==> src/rtl/escalonador_matriz_if.sv <==
// Bundle between the two requesters, the sequencer and the LED-matrix decoder.
// req/ack: a requester holds req with a stable code until a one-cycle ack; err is valid only with ack.
interface escalonador_matriz_if #(
    parameter int COLS = 5
);
    logic            req1;
    logic [2:0]      code1;
    logic            req2;
    logic [2:0]      code2;
    logic            ack1;
    logic            ack2;
    logic            err1;
    logic            err2;
    logic [2:0]      out1;
    logic [2:0]      out2;
    logic [COLS-1:0] col;
    logic            colisao;
    logic            frame_end;
    logic            state_dbg;

    modport master (
        output req1, code1, req2, code2,
        input  ack1, ack2, err1, err2, out1, out2, col, colisao, frame_end, state_dbg
    );

    modport slave (
        input  req1, code1, req2, code2,
        output ack1, ack2, err1, err2, out1, out2, col, colisao, frame_end, state_dbg
    );
endinterface

==> src/rtl/escalonador_matriz.sv <==
// Two-slot LED-matrix sequencer: validates codes, commits them on frame edges, scans columns.
// Optional blink of the collision loser is built when ESCALONADOR_MATRIZ_BLINK_EN is defined.
module escalonador_matriz #(
    parameter int DIV          = 4,
    parameter int COLS         = 5,
    parameter int BLINK_FRAMES = 8
) (
    input  logic                clk,
    input  logic                rst,
    escalonador_matriz_if.slave bus
);
    localparam int            PW         = (DIV > 1) ? $clog2(DIV) : 1;
    localparam int            CW         = $clog2(COLS);
    localparam logic [PW-1:0] PRESC_LAST = PW'(DIV - 1);
    localparam logic [CW-1:0] COL_LAST   = CW'(COLS - 1);

    if (DIV < 1 || COLS < 2 || BLINK_FRAMES < 1) begin : g_param_check
        $error("escalonador_matriz: illegal parameter values");
    end

    typedef enum logic {
        S_IDLE = 1'b0,
        S_SCAN = 1'b1
    } state_t;

    state_t          r_state;
    state_t          w_state_nxt;
    logic [PW-1:0]   r_presc;
    logic [PW-1:0]   w_presc_nxt;
    logic [CW-1:0]   r_col_idx;
    logic [CW-1:0]   w_col_idx_nxt;
    logic            w_frame_edge;
    logic [COLS-1:0] w_col;

    logic       r_pend1_v, r_pend2_v;
    logic [2:0] r_pend1, r_pend2;
    logic [2:0] r_out1, r_out2;
    logic       r_ack1, r_ack2;
    logic       r_err1, r_err2;
    logic       r_colisao;
    logic       r_frame_end;
    logic       r_ptr;

    logic       w_cap1, w_cap2;
    logic       w_ok1, w_ok2;
    logic [2:0] w_new1, w_new2;
    logic       w_hit;

    function automatic logic code_valid(input logic [2:0] c);
        return (c != 3'd0) && (c != 3'd2);
    endfunction

    always_ff @(posedge clk) begin
        if (rst) begin
            r_state   <= S_IDLE;
            r_presc   <= '0;
            r_col_idx <= '0;
        end else begin
            r_state   <= w_state_nxt;
            r_presc   <= w_presc_nxt;
            r_col_idx <= w_col_idx_nxt;
        end
    end

    always_comb begin
        w_state_nxt   = r_state;
        w_presc_nxt   = r_presc;
        w_col_idx_nxt = r_col_idx;
        w_frame_edge  = 1'b0;
        w_col         = '1;
        case (r_state)
            S_IDLE: w_state_nxt = S_SCAN;
            S_SCAN: begin
                w_col = ~(COLS'(1) << r_col_idx);
                if (r_presc == PRESC_LAST) begin
                    w_presc_nxt = '0;
                    if (r_col_idx == COL_LAST) begin
                        w_col_idx_nxt = '0;
                        w_frame_edge  = 1'b1;
                    end else begin
                        w_col_idx_nxt = r_col_idx + 1'b1;
                    end
                end else begin
                    w_presc_nxt = r_presc + 1'b1;
                end
            end
            default: w_state_nxt = S_IDLE;
        endcase
    end

    // A req during its own ack cycle is the tail of the request just served, not a new one.
    assign w_cap1 = bus.req1 && !r_pend1_v && !r_ack1;
    assign w_cap2 = bus.req2 && !r_pend2_v && !r_ack2;
    assign w_ok1  = w_cap1 && code_valid(bus.code1);
    assign w_ok2  = w_cap2 && code_valid(bus.code2);

    assign w_new1 = r_pend1_v ? r_pend1 : r_out1;
    assign w_new2 = r_pend2_v ? r_pend2 : r_out2;
    assign w_hit  = (w_new1 == w_new2) && (w_new1 != 3'd0);

    always_ff @(posedge clk) begin
        if (rst) begin
            r_pend1_v   <= 1'b0;
            r_pend2_v   <= 1'b0;
            r_pend1     <= 3'd0;
            r_pend2     <= 3'd0;
            r_out1      <= 3'd0;
            r_out2      <= 3'd0;
            r_ack1      <= 1'b0;
            r_ack2      <= 1'b0;
            r_err1      <= 1'b0;
            r_err2      <= 1'b0;
            r_colisao   <= 1'b0;
            r_frame_end <= 1'b0;
            r_ptr       <= 1'b0;
        end else begin
            r_ack1      <= w_cap1;
            r_ack2      <= w_cap2;
            r_err1      <= w_cap1 && !w_ok1;
            r_err2      <= w_cap2 && !w_ok2;
            r_frame_end <= w_frame_edge;
            // r_ptr = 0 gives slot 1 priority; the other slot is blanked on a collision.
            if (w_frame_edge) begin
                r_pend1_v <= 1'b0;
                r_pend2_v <= 1'b0;
                r_out1    <= (w_hit && r_ptr)  ? 3'd0 : w_new1;
                r_out2    <= (w_hit && !r_ptr) ? 3'd0 : w_new2;
                r_colisao <= w_hit;
                if (w_hit) begin
                    r_ptr <= ~r_ptr;
                end
            end
            if (w_ok1) begin
                r_pend1_v <= 1'b1;
                r_pend1   <= bus.code1;
            end
            if (w_ok2) begin
                r_pend2_v <= 1'b1;
                r_pend2   <= bus.code2;
            end
        end
    end

`ifdef ESCALONADOR_MATRIZ_BLINK_EN
    localparam int            FW         = (BLINK_FRAMES > 1) ? $clog2(BLINK_FRAMES) : 1;
    localparam logic [FW-1:0] FRAME_LAST = FW'(BLINK_FRAMES - 1);

    logic [FW-1:0] r_fcnt;
    logic          r_phase;
    logic          r_loser2;

    always_ff @(posedge clk) begin
        if (rst) begin
            r_fcnt   <= '0;
            r_phase  <= 1'b0;
            r_loser2 <= 1'b1;
        end else if (w_frame_edge) begin
            if (r_fcnt == FRAME_LAST) begin
                r_fcnt  <= '0;
                r_phase <= ~r_phase;
            end else begin
                r_fcnt <= r_fcnt + 1'b1;
            end
            if (w_hit) begin
                r_loser2 <= ~r_ptr;
            end
        end
    end

    assign bus.out1 = (r_phase && !r_loser2) ? 3'd0 : r_out1;
    assign bus.out2 = (r_phase && r_loser2)  ? 3'd0 : r_out2;
`else
    assign bus.out1 = r_out1;
    assign bus.out2 = r_out2;
`endif

    assign bus.ack1      = r_ack1;
    assign bus.ack2      = r_ack2;
    assign bus.err1      = r_err1;
    assign bus.err2      = r_err2;
    assign bus.col       = w_col;
    assign bus.colisao   = r_colisao;
    assign bus.frame_end = r_frame_end;
    assign bus.state_dbg = (r_state == S_SCAN);
endmodule

==> src/flat_wrapper.sv <==
// flat-port wrapper written by rule: the top's interface ports become plain ports
module escalonador_matriz_flat 
#(
    parameter int DIV          = 4,
    parameter int COLS         = 5,
    parameter int BLINK_FRAMES = 8
)
  (clk, rst, bus_req1, bus_code1, bus_req2, bus_code2, bus_ack1, bus_ack2, bus_err1, bus_err2, bus_out1, bus_out2, bus_col, bus_colisao, bus_frame_end, bus_state_dbg);
  escalonador_matriz_if #(.COLS(COLS)) bus_i ();
  input  logic clk;
  input  logic rst;
  input wire logic [$bits(bus_i.req1)-1:0] bus_req1;
  input wire logic [$bits(bus_i.code1)-1:0] bus_code1;
  input wire logic [$bits(bus_i.req2)-1:0] bus_req2;
  input wire logic [$bits(bus_i.code2)-1:0] bus_code2;
  output wire logic [$bits(bus_i.ack1)-1:0] bus_ack1;
  output wire logic [$bits(bus_i.ack2)-1:0] bus_ack2;
  output wire logic [$bits(bus_i.err1)-1:0] bus_err1;
  output wire logic [$bits(bus_i.err2)-1:0] bus_err2;
  output wire logic [$bits(bus_i.out1)-1:0] bus_out1;
  output wire logic [$bits(bus_i.out2)-1:0] bus_out2;
  output wire logic [$bits(bus_i.col)-1:0] bus_col;
  output wire logic [$bits(bus_i.colisao)-1:0] bus_colisao;
  output wire logic [$bits(bus_i.frame_end)-1:0] bus_frame_end;
  output wire logic [$bits(bus_i.state_dbg)-1:0] bus_state_dbg;
  assign bus_i.req1 = bus_req1;
  assign bus_i.code1 = bus_code1;
  assign bus_i.req2 = bus_req2;
  assign bus_i.code2 = bus_code2;
  assign bus_ack1 = bus_i.ack1;
  assign bus_ack2 = bus_i.ack2;
  assign bus_err1 = bus_i.err1;
  assign bus_err2 = bus_i.err2;
  assign bus_out1 = bus_i.out1;
  assign bus_out2 = bus_i.out2;
  assign bus_col = bus_i.col;
  assign bus_colisao = bus_i.colisao;
  assign bus_frame_end = bus_i.frame_end;
  assign bus_state_dbg = bus_i.state_dbg;
  escalonador_matriz #(.DIV(DIV), .COLS(COLS), .BLINK_FRAMES(BLINK_FRAMES)) u_core (.clk(clk), .rst(rst), .bus(bus_i));
endmodule
==> config.mk <==
export PLATFORM = sky130hd
export DESIGN_NAME = escalonador_matriz_flat
export DESIGN_NICKNAME = d
export VERILOG_FILES = /design/src/rtl/escalonador_matriz_if.sv /design/src/rtl/escalonador_matriz.sv /design/src/flat_wrapper.sv
export SDC_FILE = /design/constraint.sdc
export NUM_CORES = 1
export LEC_CHECK = 0
export ABC_AREA = 1
export BUFFER_PORTS_ARGS = -buffer_cell sky130_fd_sc_hd__buf_2
export CAP_MARGIN = 20
export CORE_ASPECT_RATIO = 1.4
export CORE_MARGIN = 2
export CORE_UTILIZATION = 50
export CTS_CLUSTER_DIAMETER = 100
export DETAILED_ROUTE_END_ITERATION = 8
export GPL_ROUTABILITY_DRIVEN = 0
export GPL_TIMING_DRIVEN = 1
export PLACE_DENSITY = 0.77
export SYNTH_ARGS = -nofsm -noshare
export SYNTH_HDL_FRONTEND = slang
export SYNTH_SLANG_ARGS = --single-unit
==> constraint.sdc <==
create_clock -name clk -period 2.74 [get_ports clk]
set_clock_uncertainty 0.1 [all_clocks]
set_input_delay 0.137 -clock clk [delete_from_list [all_inputs] [get_ports clk]]
set_output_delay 0.137 -clock clk [all_outputs]
set_load 0.1 [all_outputs]
==> impl_metrics.yaml, run 1 <==
final_layout:
  drive_gt1_frac: 0.220
  diodes: 0
  layout.nets: 235
  syn_to_final_growth_pct: 16.8
critical_path:
  critical_path_arrival_ps: 1650
  required_ps: 2500
  startpoint: "u_core.r_col_idx[0]"
  r2r_end: "u_core.bus.out2[2]"
  worst_r2r_path_depth: 10
  rr_startpoint: "u_core.r_col_idx[0]"
  path_max_fanout: 4
  reg2reg_slack_ps: 970
  critPathCaptureType: "output port"
  path_class: "reg -> out"
  startpoint_type: "flop"
detailed_routing:
  ant_nets: 0
  routed-via-count: 1185
  drt_pass1_iterations: 6
  drc: 0
  wl_per_cell_um: 9.71
  wirelength_um: 2470
  drtIter0Drc: 18
  via_per_inst: 4.67
outcome:
  status: "finished, final reports clean"
floorplan:
  start_util: 0.517
  dieArea_sq_mm: 0.00311
  core-area_sq_mm: 0.00259
  die_w_um: 47.7
  ioPinCount: 28
  rows: 22
  die_h_um: 65.2
logic_synthesis:
  syn_nets: 203
  ys_warn_count: 0
  postSynthAreaPerCell_sq_um: 7.15
  synth.distinct_cells: 24
  ys_seq_area_frac: 0.404
  synthesis.area_sq_mm: 0.00134
  ys_ff_latch: 27
  syn_inst: 187
min_path:
  min_path_cells: 2
  min_path_type: "in -> reg"
  hold_end: "u_core.r_ptr"
  holdCritStartpoint: "rst"
sta:
  setup-violations-final: 0
  max_freq_mhz: 530
  maxSlewHeadroom: 0.677
  period_share: 0.689
  period_minus_slack_ps: 1890
  rsz0062_at_grt: "false"
  maxSlewViolCount: 0
  setup_tns_ps: 0
  finalWorstSetupSlack_ps: 852
  tightestPinTransition_ps: 488
  hold_viol_final: 0
clock_tree:
  numCtsBuffers: 3
  cts_tree: "yes"
  insertion_delay_ps: 330
  clk_pin_slew_worst_paths_ps: 150
  cts_setup_buffers: 0
  clkSinkCount: 27
  clockBufferDepth: 2
  cts_resized: 0
  htreeDepth: 1
  cts_root_buf: "clkbuf_4"
global_route:
  antenna_found_initial: 0
  grt_overflow: 0
  grt_max_degree: 16
  grt_use_total: 0.188
  grt_pass1_wl_um: 4390
  grt_pass1_vias: 1107
placed_design:
  hpwl_um: 1900
  pre_cts_ws_ps: 1010
  io_buffers: 27
run:
  drv_cap: 0
power_and_ir_drop:
  p_leak_nw: 0.770
  peakVddDrop_mv: 0.344
  pwr_density_cell_mw_per_mm2: 465
synthesized netlist by cell type:
library cell   n  share of area
a31oi_1        1         0.0047
o22ai_1        3          0.014
nor2_1        11          0.031
nand3_2        2          0.015
clkbuf_1       2         0.0056
nand4_1        2         0.0094
inv_4          1         0.0047
dfxtp_1       27           0.40
nand2_1       52           0.15
ha_1           6          0.056
buf_4          1         0.0056
nor2_2         1         0.0047
buf_2          1         0.0037
inv_1         29          0.081
nand2_2       11          0.051
nor3_1         2         0.0075
nor2_4         1         0.0084
nand3_1        5          0.019
inv_8          1         0.0084
a21oi_1       14          0.052
buf_6          2          0.017
o32ai_1        1         0.0065
xnor2_1        1         0.0065
o21ai_0       10          0.037
repair_timing:
action,CTS,global route
hold buffers,6,0
endpoints found under the hold margin,6,0
endpoints found under the setup margin,0,0
metrics by stage:
stage,instances,cell area (sq um),hold slack [ps],power (mW),util
detailed placement,244,1480,306,0.558,0.570
floorplan,187,1340,201,0.539,-
finish,254,1560,17.5,0.727,0.604
global route,254,1560,15.8,0.764,0.604
global placement,244,1480,297,0.557,0.570
CTS,254,1560,21.1,0.731,0.604
kinds of logic (layout without fill, tap and decap cells):
group	count (synthesis)	count (layout)	synth area share
AO/OA/AOI/OAI	29	29	0.115
adder cells (fa/ha/maj)	6	6	0.0561
flip-flops	27	27	0.404
XOR/XNOR	1	1	0.00655
buffers and inverters	37	68	0.126
AND/OR/NAND/NOR	87	87	0.292
how the worst max path moves through the flow:
stage / endpoint / cells after the start
2_1_floorplan: bus_col[0] / 2
3_3_place_gp: u_core.bus.out2[2] / 9
3_5_place_dp: u_core.bus.out2[1] / 9
4_1_cts: bus_col[4] / 6
5_1_grt: u_core.bus.out2[2] / 10
6_report: bus_col[4] / 6
placed cells by master (no fill, tap or decap), drive strengths merged:
cell | netlist | routed
clkinv | 0 | 1
nor2 | 13 | 13
nand3 | 7 | 7
dlygate4sd3 | 0 | 6
o32ai | 1 | 1
xnor2 | 1 | 1
inv | 31 | 31
buf | 4 | 27
clkbuf | 2 | 3
o22ai | 3 | 3
o21ai | 10 | 10
ha | 6 | 6
nand4 | 2 | 2
a21oi | 14 | 14
nor3 | 2 | 2
nand2 | 63 | 63
dfxtp | 27 | 27
a31oi | 1 | 1
metal layers:
| metal | wire (um) | up-vias | share of wire | GRT usage |
|---|---|---|---|---|
| met5 | 0 | - | 0 | 0 |
| met2 | 1270 | 25 | 0.51 | 0.327 |
| met3 | 91 | 4 | 0.037 | 0.0330 |
| li1 | - | 644 | - | - |
| met1 | 1080 | 512 | 0.44 | 0.221 |
| met4 | 33 | 0 | 0.013 | 0.0642 |
critical path: stages, from the launching register on:
cell     delay, ps
dfxtp_1        390
inv_1           90
ha_1           210
nand2_1         90
inv_1           60
nand2_1         50
buf_2          430
registers in the layout, indices dropped and copies added (netlist names), 2 cells and up:
| register | flops |
|---|---|
| u_core.bus.out1 | 3 |
| u_core.bus.out2 | 3 |
| u_core.r_col_idx | 3 |
| u_core.r_pend1 | 3 |
| u_core.r_pend2 | 3 |
| u_core.r_presc | 2 |
layout make-up:
| cell class | count | area, sq um |
|---|---|---|
| Multi-Input combinational cell | 123 | 628 |
| Clock inverter | 1 | 5.00 |
| Sequential cell | 27 | 541 |
| Tap cell | 36 | 45.0 |
| Timing Repair Buffer | 33 | 195 |
| Fill cell | 275 | 1020 |
| Clock buffer | 3 | 22.5 |
| Inverter | 31 | 126 |
where the power goes:
group | internal [mW] | switching [mW]
logic | 0.0403 | 0.0877
clock network | 0.0548 | 0.116
registers | 0.410 | 0.0177
total | 0.505 | 0.222
No activity file was read; power rests on OpenSTA's default activity.
==> inputs of run 2 (changes only) <==
--- a/config.mk
+++ b/config.mk
@@ -5,17 +5,17 @@
 export SDC_FILE = /design/constraint.sdc
 export NUM_CORES = 1
 export LEC_CHECK = 0
-export ABC_AREA = 1
+export ABC_AREA = 0
 export BUFFER_PORTS_ARGS = -buffer_cell sky130_fd_sc_hd__buf_2
 export CAP_MARGIN = 20
 export CORE_ASPECT_RATIO = 1.4
 export CORE_MARGIN = 2
-export CORE_UTILIZATION = 50
+export CORE_UTILIZATION = 47
 export CTS_CLUSTER_DIAMETER = 100
 export DETAILED_ROUTE_END_ITERATION = 8
 export GPL_ROUTABILITY_DRIVEN = 0
 export GPL_TIMING_DRIVEN = 1
-export PLACE_DENSITY = 0.77
+export PLACE_DENSITY = 0.76
 export SYNTH_ARGS = -nofsm -noshare
 export SYNTH_HDL_FRONTEND = slang
 export SYNTH_SLANG_ARGS = --single-unit
==> constraint.sdc (replaced) <==
create_clock -name clk -period 1.6 [get_ports clk]
set_clock_uncertainty 0.1 [all_clocks]
set_input_delay 0.08 -clock clk [delete_from_list [all_inputs] [get_ports clk]]
set_output_delay 0.08 -clock clk [all_outputs]
set_load 0.1 [all_outputs]
==> run 2 against run 1 <==
The flow now finishes with violations (negative setup slack). Largest power group unchanged. Combinational power is 110% higher. Routed wire length grew 36%. Core utilization is 15 points higher. Critical endpoint is now u_core.bus.out1[1]. Clock-buffer cell count did not move. Largest cell class unchanged. First-iteration DRC count grew 50%.
==> impl_metrics.yaml, run 2 <==
outcome:
  status: "finished, violations left"
  violations: "negative setup slack"
clock_tree:
  cts_root_buf: "clkbuf_4"
  clk_pin_slew_worst_paths_ps: 130
  htreeDepth: 1
  cts_tree: "yes"
  numCtsBuffers: 3
  clockBufferDepth: 2
  clkSinkCount: 27
  insertion_delay_ps: 320
placed_design:
  io_buffers: 27
  hpwl_um: 2340
  dp_cells: 208
  pre_cts_ws_ps: -329
  placed_area_sq_mm: 0.00167
global_route:
  grt_pass1_vias: 1256
  grt_overflow: 0
  grt_pass1_wl_um: 5350
  antenna_found_initial: 0
  grt_max_degree: 16
  grt_use_total: 0.234
detailed_routing:
  routed-via-count: 1193
  ant_nets: 0
  drt_pass1_iterations: 4
  drtIter0Drc: 27
  via_per_inst: 5.33
  wl_per_cell_um: 15.0
  wirelength_um: 3360
  drc: 0
critical_path:
  rr_startpoint: "u_core.r_pend1_v"
  path_cells: "mux2_4, a2111o_1, a2111oi_4, buf_4, a211oi_1"
  required_ps: 1700
  reg2reg_slack_ps: -320
  slowest_delay_ps: 440
  cp_slowest_cell: "a2111o_1"
  worst_r2r_path_depth: 5
  crit_family: "compound AO/OA/AOI/OAI gates"
  path_class: "reg -> reg"
  startpoint: "u_core.r_pend1_v"
  r2r_end: "u_core.bus.out1[1]"
  cp_num_buf_inv: 1
  path_max_fanout: 4
  critical_path_arrival_ps: 2020
  startpoint_type: "flop"
  critPathCaptureType: "flop"
sta:
  rsz0062_at_grt: "true"
  maxSlewViolCount: 0
  finalWorstSetupSlack_ps: -316
  setup_tns_ps: -2300
  tightestPinTransition_ps: 498
  whs_ps: 26.6
  period_minus_slack_ps: 1920
  hold_viol_final: 0
  max_freq_mhz: 522
  setup-violations-final: 9
  period_share: 1.20
  maxSlewHeadroom: 0.670
run:
  drv_cap: 0
logic_synthesis:
  synth_area_leaders: "dfxtp_1 (43%), mux2i_1 (10%), ha_1 (6.0%), nand2_1 (6.0%), nor2_1 (4.5%)"
  postSynthAreaPerCell_sq_um: 9.40
  synthTopCellsByCount: "dfxtp_1 (27), nand2_1 (20), nor2_1 (15)"
  syn_nets: 150
  ys_warn_count: 0
  synth_flop_cell: "dfxtp_1"
  yosysMostFrequentCell: "dfxtp_1"
  netlist.top_cell.by_area: "dfxtp_1"
  syn_inst: 134
  synth.top_cell.area_share: 0.429
  ys_seq_area_frac: 0.429
  ys_ff_latch: 27
  synth_edf_count: 0
  synthesis.area_sq_mm: 0.00126
  synthArstFlopShare: 0
  synth.distinct_cells: 34
final_layout:
  syn_to_final_growth_pct: 54.6
  mostFrequentLayoutCell: "buf_2"
  final_area_sq_mm: 0.00195
  diodes: 0
  drive_gt1_frac: 0.495
  fillers: 183
  layout.nets: 205
  final_cell_mix: "buf_2 (22), buf_4 (18), nand2_1 (16), nor2_1 (15), dfxtp_1 (13)"
  utilization: 0.753
  instances_no_fill: 224
power_and_ir_drop:
  total_power_mw: 1.27
  p_leak_nw: 0.861
  peakVddDrop_mv: 0.593
  pwr_density_cell_mw_per_mm2: 651
min_path:
  min_path_cells: 3
  hold_end: "u_core.bus.ack1"
  holdCritStartpoint: "bus_req1"
  min_path_type: "in -> reg"
floorplan:
  start_util: 0.487
  ioPinCount: 28
  rows: 22
  die_h_um: 65.3
  core-area_sq_mm: 0.00259
  die_w_um: 47.8
  dieArea_sq_mm: 0.00312
## run 2: cell count changes after synthesis, moves of 7 or more
| cell | delta |
|---|---|
| nand2_2 | -11 |
| mux2i_1 | +13 |
| inv_1 | -24 |
| a21oi_1 | -7 |
| nand2_1 | -32 |
| o21ai_0 | -8 |
## run 2: kinds of logic after synthesis
family	after synthesis	synth area share
xor+xnor	2	0.0139
fa+ha+maj	6	0.0596
compound gates	20	0.130
buf+inv	11	0.0447
flops	27	0.429
simple gates	53	0.199
mux	15	0.124
## run 2: report_power, final
part	internal [mW]	switching (mW)	leakage, nW
Combinational	0.108	0.159	0.615
Clock	0.0935	0.196	0.0177
Sequential	0.690	0.0230	0.228
Total	0.891	0.378	0.861
## run 2: worst reg2reg max path: cells and delay by family (launching register included)
family | cells | cell delay (ps)
buffers and inverters | 1 | 190
AO/OA/AOI/OAI | 3 | 840
multiplexers | 1 | 310
flip-flops | 1 | 370
## run 2: layer usage
layer  global-route usage  share of wire  vias to the layer above
li1                     -              -                      576
met1                0.253           0.38                      582
met2                0.430           0.57                       29
met3               0.0385          0.033                        6
met4               0.0743          0.013                        0
met5                    0              0                        -
## run 2: what timing repair did
| item | 4_1_cts | 5_1_grt |
|---|---|---|
| buffers inserted | 1 | 3 |
| hold buffers | 8 | 0 |
| resized for setup | 13 | 19 |
| gates cloned | 0 | 0 |
| hold endpoints to repair | 10 | 0 |
| setup endpoints to repair | 10 | 13 |
| pin swaps | 4 | 3 |
## run 2: how the worst max path moves through the flow
stage                                    end  slack [ps]  depth (start not counted)
after detailed placement        u_core.r_ptr        -330                          4
final                     u_core.bus.out1[1]        -320                          5
after global placement    u_core.bus.out2[2]        -220                          4
after CTS                 u_core.bus.out1[1]        -290                          4
after global routing      u_core.bus.out1[1]        -380                          5
after floorplan           u_core.bus.out2[2]        -280                          4
## run 2: layout make-up
class                      count  area (sq um)  area share
clock buffer                   3          22.5      0.0116
multi-input combinational     96           822       0.422
clock inverter                 1          5.00     0.00257
sequential                    27           576       0.295
inverter                       5          18.8     0.00963
tap                           36          45.0      0.0231
timing repair buffer          56           459       0.236
